`config.mk`:
```
export PLATFORM = sky130hd
export DESIGN_NAME = traffic_phase_ctrl
export DESIGN_NICKNAME = d
export VERILOG_FILES = /design/src/rtl/traffic_phase_ctrl.sv
export SDC_FILE = /design/constraint.sdc
export NUM_CORES = 1
export LEC_CHECK = 0
export ABC_AREA = 1
export CAP_MARGIN = 20
export CORE_MARGIN = 4
export CORE_UTILIZATION = 30
export CTS_CLUSTER_SIZE = 14
export DETAILED_ROUTE_END_ITERATION = 6
export PLACE_DENSITY = 0.62
export SETUP_SLACK_MARGIN = 0.4
export SLEW_MARGIN = 5
export SYNTH_ARGS = -nofsm -noshare
export SYNTH_HDL_FRONTEND = slang
export SYNTH_SLANG_ARGS = --single-unit
```
`constraint.sdc`:
```
create_clock -name Clk -period 2.04 [get_ports Clk]
set_input_delay 0.408 -clock Clk [delete_from_list [all_inputs] [get_ports Clk]]
set_output_delay 0.408 -clock Clk [all_outputs]
set_load 0.01 [all_outputs]
```
`src/rtl/traffic_phase_ctrl.sv`:
```
// Highway/farm-road intersection phase controller with pedestrian walk phase.
// Lights and Walk decode from the registered phase; timing advances on Tick.
module traffic_phase_ctrl #(
    parameter int CNT_W  = 8,
    parameter int HG_MIN = 30,
    parameter int Y_T    = 5,
    parameter int AR_T   = 1,
    parameter int FG_MIN = 5,
    parameter int FG_MAX = 20
) (
    input  logic             Clk,
    input  logic             Reset,
    input  logic             Tick,
    input  logic             Sensor,
    input  logic             PedReq,
    output logic [1:0]       Hy,
    output logic [1:0]       Fr,
    output logic [2:0]       State,
    output logic [CNT_W-1:0] Count,
    output logic             Walk,
    output logic             PedPending
);

    typedef enum logic [2:0] {
        S_HG  = 3'd0,
        S_HY  = 3'd1,
        S_AR1 = 3'd2,
        S_FG  = 3'd3,
        S_FY  = 3'd4,
        S_AR2 = 3'd5
    } phase_t;

    localparam logic [1:0] L_G = 2'd0;
    localparam logic [1:0] L_Y = 2'd1;
    localparam logic [1:0] L_R = 2'd2;

    // Last count value of each timed phase (duration - 1)
    localparam logic [CNT_W-1:0] HG_LAST = CNT_W'(HG_MIN - 1);
    localparam logic [CNT_W-1:0] Y_LAST  = CNT_W'(Y_T - 1);
    localparam logic [CNT_W-1:0] AR_LAST = CNT_W'(AR_T - 1);
    localparam logic [CNT_W-1:0] FGN_LAST = CNT_W'(FG_MIN - 1);
    localparam logic [CNT_W-1:0] FGX_LAST = CNT_W'(FG_MAX - 1);

    phase_t           r_state;
    logic [CNT_W-1:0] r_count;
    logic             r_ped;

    phase_t w_state_nx;
    logic   w_go;
    logic   w_bad;

    always_comb begin
        w_state_nx = r_state;
        w_go       = 1'b0;
        w_bad      = 1'b0;
        case (r_state)
            S_HG: begin
                w_go       = (r_count >= HG_LAST) && (Sensor || r_ped);
                w_state_nx = S_HY;
            end
            S_HY: begin
                w_go       = (r_count == Y_LAST);
                w_state_nx = S_AR1;
            end
            S_AR1: begin
                w_go       = (r_count == AR_LAST);
                w_state_nx = S_FG;
            end
            S_FG: begin
                w_go       = ((r_count >= FGN_LAST) && !Sensor) || (r_count == FGX_LAST);
                w_state_nx = S_FY;
            end
            S_FY: begin
                w_go       = (r_count == Y_LAST);
                w_state_nx = S_AR2;
            end
            S_AR2: begin
                w_go       = (r_count == AR_LAST);
                w_state_nx = S_HG;
            end
            default: begin
                w_bad      = 1'b1;
                w_state_nx = S_HG;
            end
        endcase
    end

    always_ff @(posedge Clk) begin
        if (Reset) begin
            r_state <= S_HG;
            r_count <= '0;
            r_ped   <= 1'b0;
        end else begin
            // Illegal codes recover immediately, independent of Tick
            if (w_bad) begin
                r_state <= S_HG;
                r_count <= '0;
            end else if (Tick) begin
                if (w_go) begin
                    r_state <= w_state_nx;
                    r_count <= '0;
                end else if (r_count != '1) begin
                    r_count <= r_count + 1'b1;
                end
            end
            // Entering FG serves the request; that clear beats a same-cycle press
            if (Tick && w_go && !w_bad && (w_state_nx == S_FG))
                r_ped <= 1'b0;
            else if (PedReq && (r_state != S_FG))
                r_ped <= 1'b1;
        end
    end

    always_comb begin
        Hy = L_R;
        Fr = L_R;
        case (r_state)
            S_HG:    Hy = L_G;
            S_HY:    Hy = L_Y;
            S_FG:    Fr = L_G;
            S_FY:    Fr = L_Y;
            default: begin
                Hy = L_R;
                Fr = L_R;
            end
        endcase
    end

    assign State      = r_state;
    assign Count      = r_count;
    assign Walk       = (r_state == S_FG);
    assign PedPending = r_ped;

endmodule

```
-- Word level (Yosys, flattened, before mapping)
Index checks and enable logic that the tools add are counted.
- add/sub/neg operators: 1
- $lt $le $gt $ge: 2
- equality and inequality tests: 10
- multiplexer cells: 6
- bitwise gates (word level): 1
- reduce and logical (&&, ||, !) cells: 19
- operators by type and width (operator ; number):
    two-way mux 8 bit ; 2
    case mux 3 bit (5 select lines) ; 1
    equality test 3 x 2 -> 1 bit (second input constant) ; 3
    adder 8 x 1 -> 8 bit (second input constant) ; 1
    equality test 8 x 3 -> 1 bit (second input constant) ; 1
    equality test 8 x 5 -> 1 bit (second input constant) ; 1
    >= comparator 8 x 3 -> 1 bit (second input constant) ; 1
    >= comparator 8 x 5 -> 1 bit (second input constant) ; 1
    logical NOT 8 bit ; 1
    != test 8 bit (second input constant) ; 1
    case mux 2 bit (2 select lines) ; 2
    OR reduction 2 bit ; 4
    equality test 3 bit (second input constant) ; 2
    logical AND 1 bit ; 6
    OR reduction 6 bit ; 1
    case mux 1 bit (4 select lines) ; 1
    AND reduction 2 bit ; 2
    equality test 3 x 1 -> 1 bit (second input constant) ; 1
    logical NOT 3 bit ; 1
    != test 3 x 2 -> 1 bit (second input constant) ; 1
    logical OR 1 bit ; 2
    nonzero test 2 bit ; 1
    logical NOT 1 bit ; 1
    NOT 1 bit ; 1
- register bits after elaboration: 12
- input port bits: 5
- output and inout port bits: 17
- word-level logic and storage cells: 42

-- Depth between registers and ports, before layout
Gate-level depths: netlist of run 1.
- depth in word-level cells: 8
- depth in mapped cells: 12
- mapped depth without buffers: 11

-- Least setup slack after synthesis of run 1
No wires, ideal clock.
- path type: reg-to-reg
- from: reg r_count[0], in the netlist Count[0]
- to: reg r_state[0], in the netlist State[0]
- library setup time: 113 ps
- arrival time: 1461 ps
- data required time: 1927 ps
- path slack: 466 ps
- cell stages (with the launch flop): 12
- path buffers: 1
- clock period less this slack: 1574 ps
- cells stage by stage: dfxtp_1 ha_1 nand2_1 nor2_1 nand2_1 nand2_1 nand2_2 nand3_4 nand2_2 buf_6 o21ai_1 nor2_1
- word-level cells in the longest chain between the ends: 5
- elaborated cells between the ends (all ways): 10
- those cells by class: order compare (2); eq/ne (2); mux (1); reduce/logical (5)
- RTL lines (item ; line ; text):
    start, declared ; 45 ; logic [CNT_W-1:0] r_count;
    start signal, assigned ; 103 ; r_count <= r_count + 1'b1;
    >= comparator 8 x 3 -> 1 bit ; 70 ; w_go = ((r_count >= FGN_LAST) && !Sensor) || (r_count == FGX_LAST);
    logical AND 1 bit ; 70 ;
    logical OR 1 bit ; 70 ;
    case mux 1 bit (4 select lines) * ; 56 ; case (r_state)
    AND reduction 2 bit (no source line) * ; -- ;
    end signal, assigned ; 100 ; r_state <= w_state_nx;
    end, declared ; 44 ; phase_t r_state;
Mark *: on every way between the ends. The rest lies on a longest branch, timed or not.
A chain may end at the register's enable or synchronous reset.

-- Worst setup path after layout of run 1
- from: reg r_state[2], in the netlist State[2]
- to: out Fr[1]
- word-level cells in the longest chain between the ends: 2
- elaborated cells between the ends (all ways): 3
- those cells by class: eq/ne (2); mux (1)
- RTL lines (item ; line ; text):
    equality test 3 bit or equality test 3 x 2 -> 1 bit (tied branches) ; 117 ; case (r_state)
    case mux 2 bit (2 select lines) * ; 117 ;
    end, declared ; 17 ; output logic [1:0] Fr,
Marks and branches as above.

==> metrics.txt, run 1 <==
status complete, no violations; syn_nets 162; CP required 1.63 ns; Crit Path Category flip-flop to output port; fin. max-slew vios 0; FF+latch count, synth 12; Hold Path Depth 2; Starting Density 32.50%; crit path max fanout 6; Clk pin slew, worst setup/hold paths 0.09 ns; minimum clock period 1.622 ns; first-pass GRT wire length 4.057 mm; CTS tree built; Detail Route Antenna Nets 0; worst flop-to-flop path startpoint State[0]; EDFF count, synth 0; die footprint 0.004044 mm²; startpoint types flip-flop; Core ar. 0.002853 mm²; Die H 63.59 µm; GRT overflow 0; Worst slew margin 66.50%; largest net degree at the start of global routing 12; Pre-antenna DRT Iters 4; syn_area_per_cell 6.060 µm²; port bufs 21; Final Hold Fails 0; vias per cell 4.926; gr usage total 12.45%; proportion of layout cells with a drive suffix above 1 29.19%; Max clock buf depth 2; asr flop ratio synth 0%; worst vdd ir 0.0003016 V; crit path from State[2]; Worst Hold Class flip-flop to flip-flop; Setup TNS 0 ns; finished layout cell area 0.001383 mm²; drt total wl 2.692 mm; # setup viols final 0; sequential fraction of the synthesis area 25.91%; H-tree depth 1; power per cell area 504.5 mW/mm²; R2R setup slack 0.48 ns; Remaining DRCs 0; Die X 63.59 µm; Post-synth top flop dfxtp_1; Setup Slack @ Placement 0.1887 ns; Sink Count 12; Ys Warns 0; synthesized instance count 153; initial antenna violation count 0; unrepaired setup endpoints after global routing yes; Mapped Area 927.1 µm²; leading area contributor after synthesis dfxtp_1; IO Count 22; fmax 616.5 MHz; Layout Nets 195; reg2reg path depth 11; Leak 0.7426 nW; FF-to-FF End Count[2]; period utilization 79.51%; Max Clock Skew 0.01375 ns; DP Wirelength 1.825 mm; Synth top area share 25.91%; routed vias 1064; commonest cells in the netlist 40 x nand2_1, 28 x nor2_1, 25 x inv_1, 12 x dfxtp_1, 9 x nand3_1; CTS buffer count 3; detailed router's first-iteration violation count 40; number of global-route vias before repair 956; DP Area 0.001161 mm²; antenna cell count 0; CTS Hold Buffers Added 0; Hold Path End Count[7]; Crit. End Element output port; GP Congestion 0.8384; Tot Pwr 0.6975 mW; root buffer cell clkbuf_4; MaxCap Viol Count 0; Slew @ Worst Pin 0.5010 ns; Critical Path AT 1.21 ns; most frequent cell after synthesis nand2_1; worst hold slack 0.5576 ns; WL/cell 12.46 µm; largest cells by area after synthesis dfxtp_1 26%, nand2_1 16%, nor2_1 11%; Skew-Pair Late Insertion Delay 0.28 ns; area grow syn2layout 49.12%; worst setup margin 0.4179 ns; Distinct cells, synth 22; hold path start Count[7]; Core Rows 19
## state kept, by name (all words and copies together) (netlist names)
| signal | flops |
|---|---|
| Count | 8 |
| State | 3 |
| PedPending | 1 |
## cell type report
class	count	area [µm²]
Clock buffer	4	36.28
Fill cell	287	1470
Inverter	27	103.9
Multi-Input combinational cell	113	665.6
Sequential cell	12	274.0
Tap cell	31	38.79
Timing Repair Buffer	29	264.0
## metal layers
metal  wire length (µm)  GRT usage, %  vias to the layer above
met3                 74         1.599                        5
met2               1392         20.21                       21
met4                 48         5.660                        0
met5                  0             0                        -
li1                   -             -                      541
met1               1176         16.27                      497
## metrics by stage
step | util [%] | std cells
floorplan | - | 153
global placement | 40.70 | 204
detailed placement | 40.70 | 204
CTS | 43.73 | 211
global route | 48.46 | 216
finish | 48.46 | 216
## cells in the final DEF (no fill, tap or decap), drive strengths merged, types with 3 or more instances in the layout
cell type      instances
nand2                 45
nor2                  29
inv                   26
dfxtp                 12
nand3                 12
dlygate4sd2            8
buf                    8
o21ai                  7
a21oi                  7
clkdlybuf4s50          6
clkbuf                 6
dlymetal6s2s           4
ha                     4
nand4                  3
## worst max-delay path by stage
stage | slack (ns) | end | cells past startpoint
floorplan | 0.47 | State[0] | 11
global placement | 0.18 | Fr[1] | 6
detailed placement | 0.19 | Fr[1] | 6
CTS | 0.26 | Fr[1] | 6
global route | 0.32 | Count[7] | 10
finish | 0.42 | Fr[1] | 6
## power by group
group          switching [mW]  internal [mW]  total, mW
Sequential             0.0303          0.248      0.278
Combinational           0.127         0.0972      0.224
Clock                  0.0862          0.109      0.195
Total                   0.244          0.454      0.697
## logic make-up after synthesis
family,Yosys count,synth area share [%]
AO/OA/AOI/OAI,14,8.367
XOR/XNOR,2,1.890
adder cells (fa/ha/maj),4,5.398
buffers and inverters,29,13.36
flip-flops,12,25.91
AND/OR/NAND/NOR,92,45.07
## what timing repair did
item / in CTS / in global routing
buffers inserted: 3 / 4
pin swaps: 1 / 10
gates resized for setup: 32 / 34
endpoints found under the setup margin: 28 / 22
cloned: 0 / 1
endpoints found under the hold margin: 0 / 0
## critical path: stages, from the launching register on
cell and delay, ns:
dfxtp_4 0.35, buf_4 0.16, nor2_4 0.12, inv_1 0.07, nand2_2 0.07, inv_1 0.04
clkbuf_2 0.12
Note: power is estimated with default switching activity, not from simulation.
==> inputs of run 2 (changes only) <==
==> constraint.sdc (replaced) <==
create_clock -name Clk -period 1.6 [get_ports Clk]
set_input_delay 0.32 -clock Clk [delete_from_list [all_inputs] [get_ports Clk]]
set_output_delay 0.32 -clock Clk [all_outputs]
set_load 0.01 [all_outputs]
==> metrics.txt, run 2 (synthesized netlist as in run 1, its figures left out) <==
worst-path cell chain buf_6 -> inv_4 -> nand3_2 -> nand2_1 -> nand2_1 -> nand2_1 -> nand2_2 -> nand3_4 -> nand2_4 -> o21ai_2 -> nor2_1 (was buf_4 -> nor2_4 -> inv_1 -> nand2_2 -> inv_1 -> clkbuf_2); Tot Pwr 0.9311 mW (was 0.6975 mW); fmax 623.6 MHz; number of global-route vias before repair 1090 (was 956); finished layout cell area 0.001669 mm² (was 0.001383 mm²); DP Wirelength 1.930 mm (was 1.825 mm); routed vias 1198 (was 1064); failing checks setup timing; proportion of layout cells with a drive suffix above 1 55.61% (was 29.19%); Crit. End Element flip-flop (was output port); Cells after DPL 210 (was 204); Critical Path Most Common Cell nand2_1 (was inv_1); largest net degree at the start of global routing 12 (unchanged); fin. max-slew vios 0 (unchanged); total of fill cells in the finished design 240 (was 287); Worst Setup EP State[0] (was Fr[1]); Core ar. 0.002853 mm² (unchanged); max reg flops 8 (unchanged); Pre-antenna DRT Iters 5 (was 4); drt total wl 3.225 mm (was 2.692 mm); Die H 63.59 µm (unchanged); Slew @ Worst Pin 0.5136 ns (was 0.5010 ns); global route hottest layer met2 (unchanged); Leak 0.8071 nW (was 0.7426 nW); gr usage total 15.00% (was 12.45%); power per cell area 557.9 mW/mm² (was 504.5 mW/mm²); met3 Use GR 2.131% (was 1.599%); Core Rows 19 (unchanged); R2R setup slack -0.004 ns (was 0.48 ns); CP required 1.78 ns (was 1.63 ns); Worst path slowest cell dfxtp_4 (unchanged); Skew-Pair Late Insertion Delay 0.28 ns (about the same); Clk pin slew, worst setup/hold paths 0.08 ns (was 0.09 ns); minimum clock period 1.604 ns; crit path max fanout 6 (unchanged); worst flop-to-flop path startpoint State[0] (unchanged); CTS Hold Buffers Added 0 (unchanged); Crit path max-delay family simple AND/OR/NAND/NOR gates (was buffers and inverters); Setup Slack @ Placement -0.1238 ns (was 0.1887 ns); Die X 63.59 µm (unchanged); unrepaired setup endpoints after global routing yes (unchanged); crit path from State[0] (was State[2]); Crit path largest cell delay 0.38 ns (was 0.35 ns); met1 Use GR 17.87% (was 16.27%); CP bufs+invs 2 (was 4); Util after Layout 58.51% (was 48.46%); Sink Count 12 (unchanged); post-route insts no fill 236 (was 216); die footprint 0.004044 mm² (unchanged); met2 Usage GRT 25.29% (was 20.21%); FF-to-FF End State[0] (was Count[2]); worst setup margin -0.003607 ns (was 0.4179 ns); GP Congestion 0.8177 (was 0.8384); H-tree depth 1 (unchanged); period utilization 100.2%; detailed router's first-iteration violation count 52 (was 40); first-pass GRT wire length 4.788 mm (was 4.057 mm); Crit. path cell count 11 (was 6); startpoint types flip-flop (unchanged); DP Area 0.001254 mm² (was 0.001161 mm²); status complete, but fails checks (was complete, no violations); IO Count 22 (unchanged); reg2reg path depth 11 (unchanged); Critical Path AT 1.78 ns (was 1.21 ns); area grow syn2layout 80.03% (was 49.12%); Layout Nets 216 (was 195); most frequent cells in the layout 30 x nand2_1, 23 x buf_6, 22 x nor2_1 (was 36 x nand2_1, 24 x nor2_1, 21 x inv_1); Worst slew margin 65.65% (was 66.50%); vias per cell 5.076 (was 4.926); CTS buffer count 3 (unchanged); Crit Path Category flip-flop to flip-flop (was flip-flop to output port); GRT overflow 0 (unchanged); Worst Hold Class flip-flop to flip-flop (unchanged); Max Clock Skew 0.002511 ns (was 0.01375 ns); Max clock buf depth 2 (unchanged); port bufs 21 (unchanged); # setup viols final 1 (was 0); most common cell after layout, fill and taps aside nand2_1 (unchanged); root buffer cell clkbuf_4 (unchanged); Final Hold Fails 0 (unchanged); Detail Route Antenna Nets 0 (unchanged); CTS tree built (unchanged); MaxCap Viol Count 0 (unchanged); worst vdd ir 0.0003088 V (was 0.0003016 V); WL/cell 13.67 µm (was 12.46 µm); initial antenna violation count 0 (unchanged); antenna cell count 0 (unchanged); Starting Density 32.50% (unchanged); Remaining DRCs 0 (unchanged)
## run 2: worst min-delay path by stage
stage | end | cells past startpoint | from
after CTS | PedPending | 4 | PedPending
after global routing | PedPending | 4 | PedPending
after floorplan | PedPending | 3 | Reset
after global placement | State[0] | 2 | State[0]
after detailed placement | Count[1] | 2 | Count[1]
final | PedPending | 4 | PedPending
## run 2: power breakdown
part | switching (mW) | internal [mW]
Sequential | 0.0410 | 0.315
Combinational | 0.197 | 0.178
Clock | 0.112 | 0.0874
## run 2: layer usage
| metal | share of wire, % | wire length (µm) | up-vias |
|---|---|---|---|
| li1 | - | - | 579 |
| met1 | 40 | 1292 | 564 |
| met2 | 51 | 1641 | 43 |
| met3 | 5.5 | 176 | 12 |
| met4 | 3.5 | 114 | 0 |
| met5 | 0 | 0 | - |
## run 2: area by class of cell
class	count	area (µm²)	share of cell area (%)
repair buffers	50	465.4	27.89
multi-input cells	113	748.2	44.83
clock buffers	3	22.52	1.349
well taps	31	38.79	2.324
flip-flops and latches	12	280.3	16.79
inverters	27	113.9	6.822
## run 2: through the flow
step	setup TNS, ns	hold WS (ns)
2_1_floorplan	0	0.4809
3_3_place_gp	-0.5709	0.5225
3_5_place_dp	-0.8846	0.5314
4_1_cts	0	0.5837
5_1_grt	-0.5132	0.5782
6_report	-0.003607	0.5599
## run 2: worst min-delay path, stage by stage, from the launching register on
cell     delay [ns]
dfxtp_2        0.33
inv_1          0.04
a21oi_1        0.07
o21ai_2        0.05
inv_1          0.03
## run 2: timing repair
action | 4_1_cts | 5_1_grt
gates cloned | 0 | 1
endpoints found under the setup margin | 29 | 26
resized for setup | 110 | 39
pin swaps | 8 | 27
setup buffers | 15 | 7
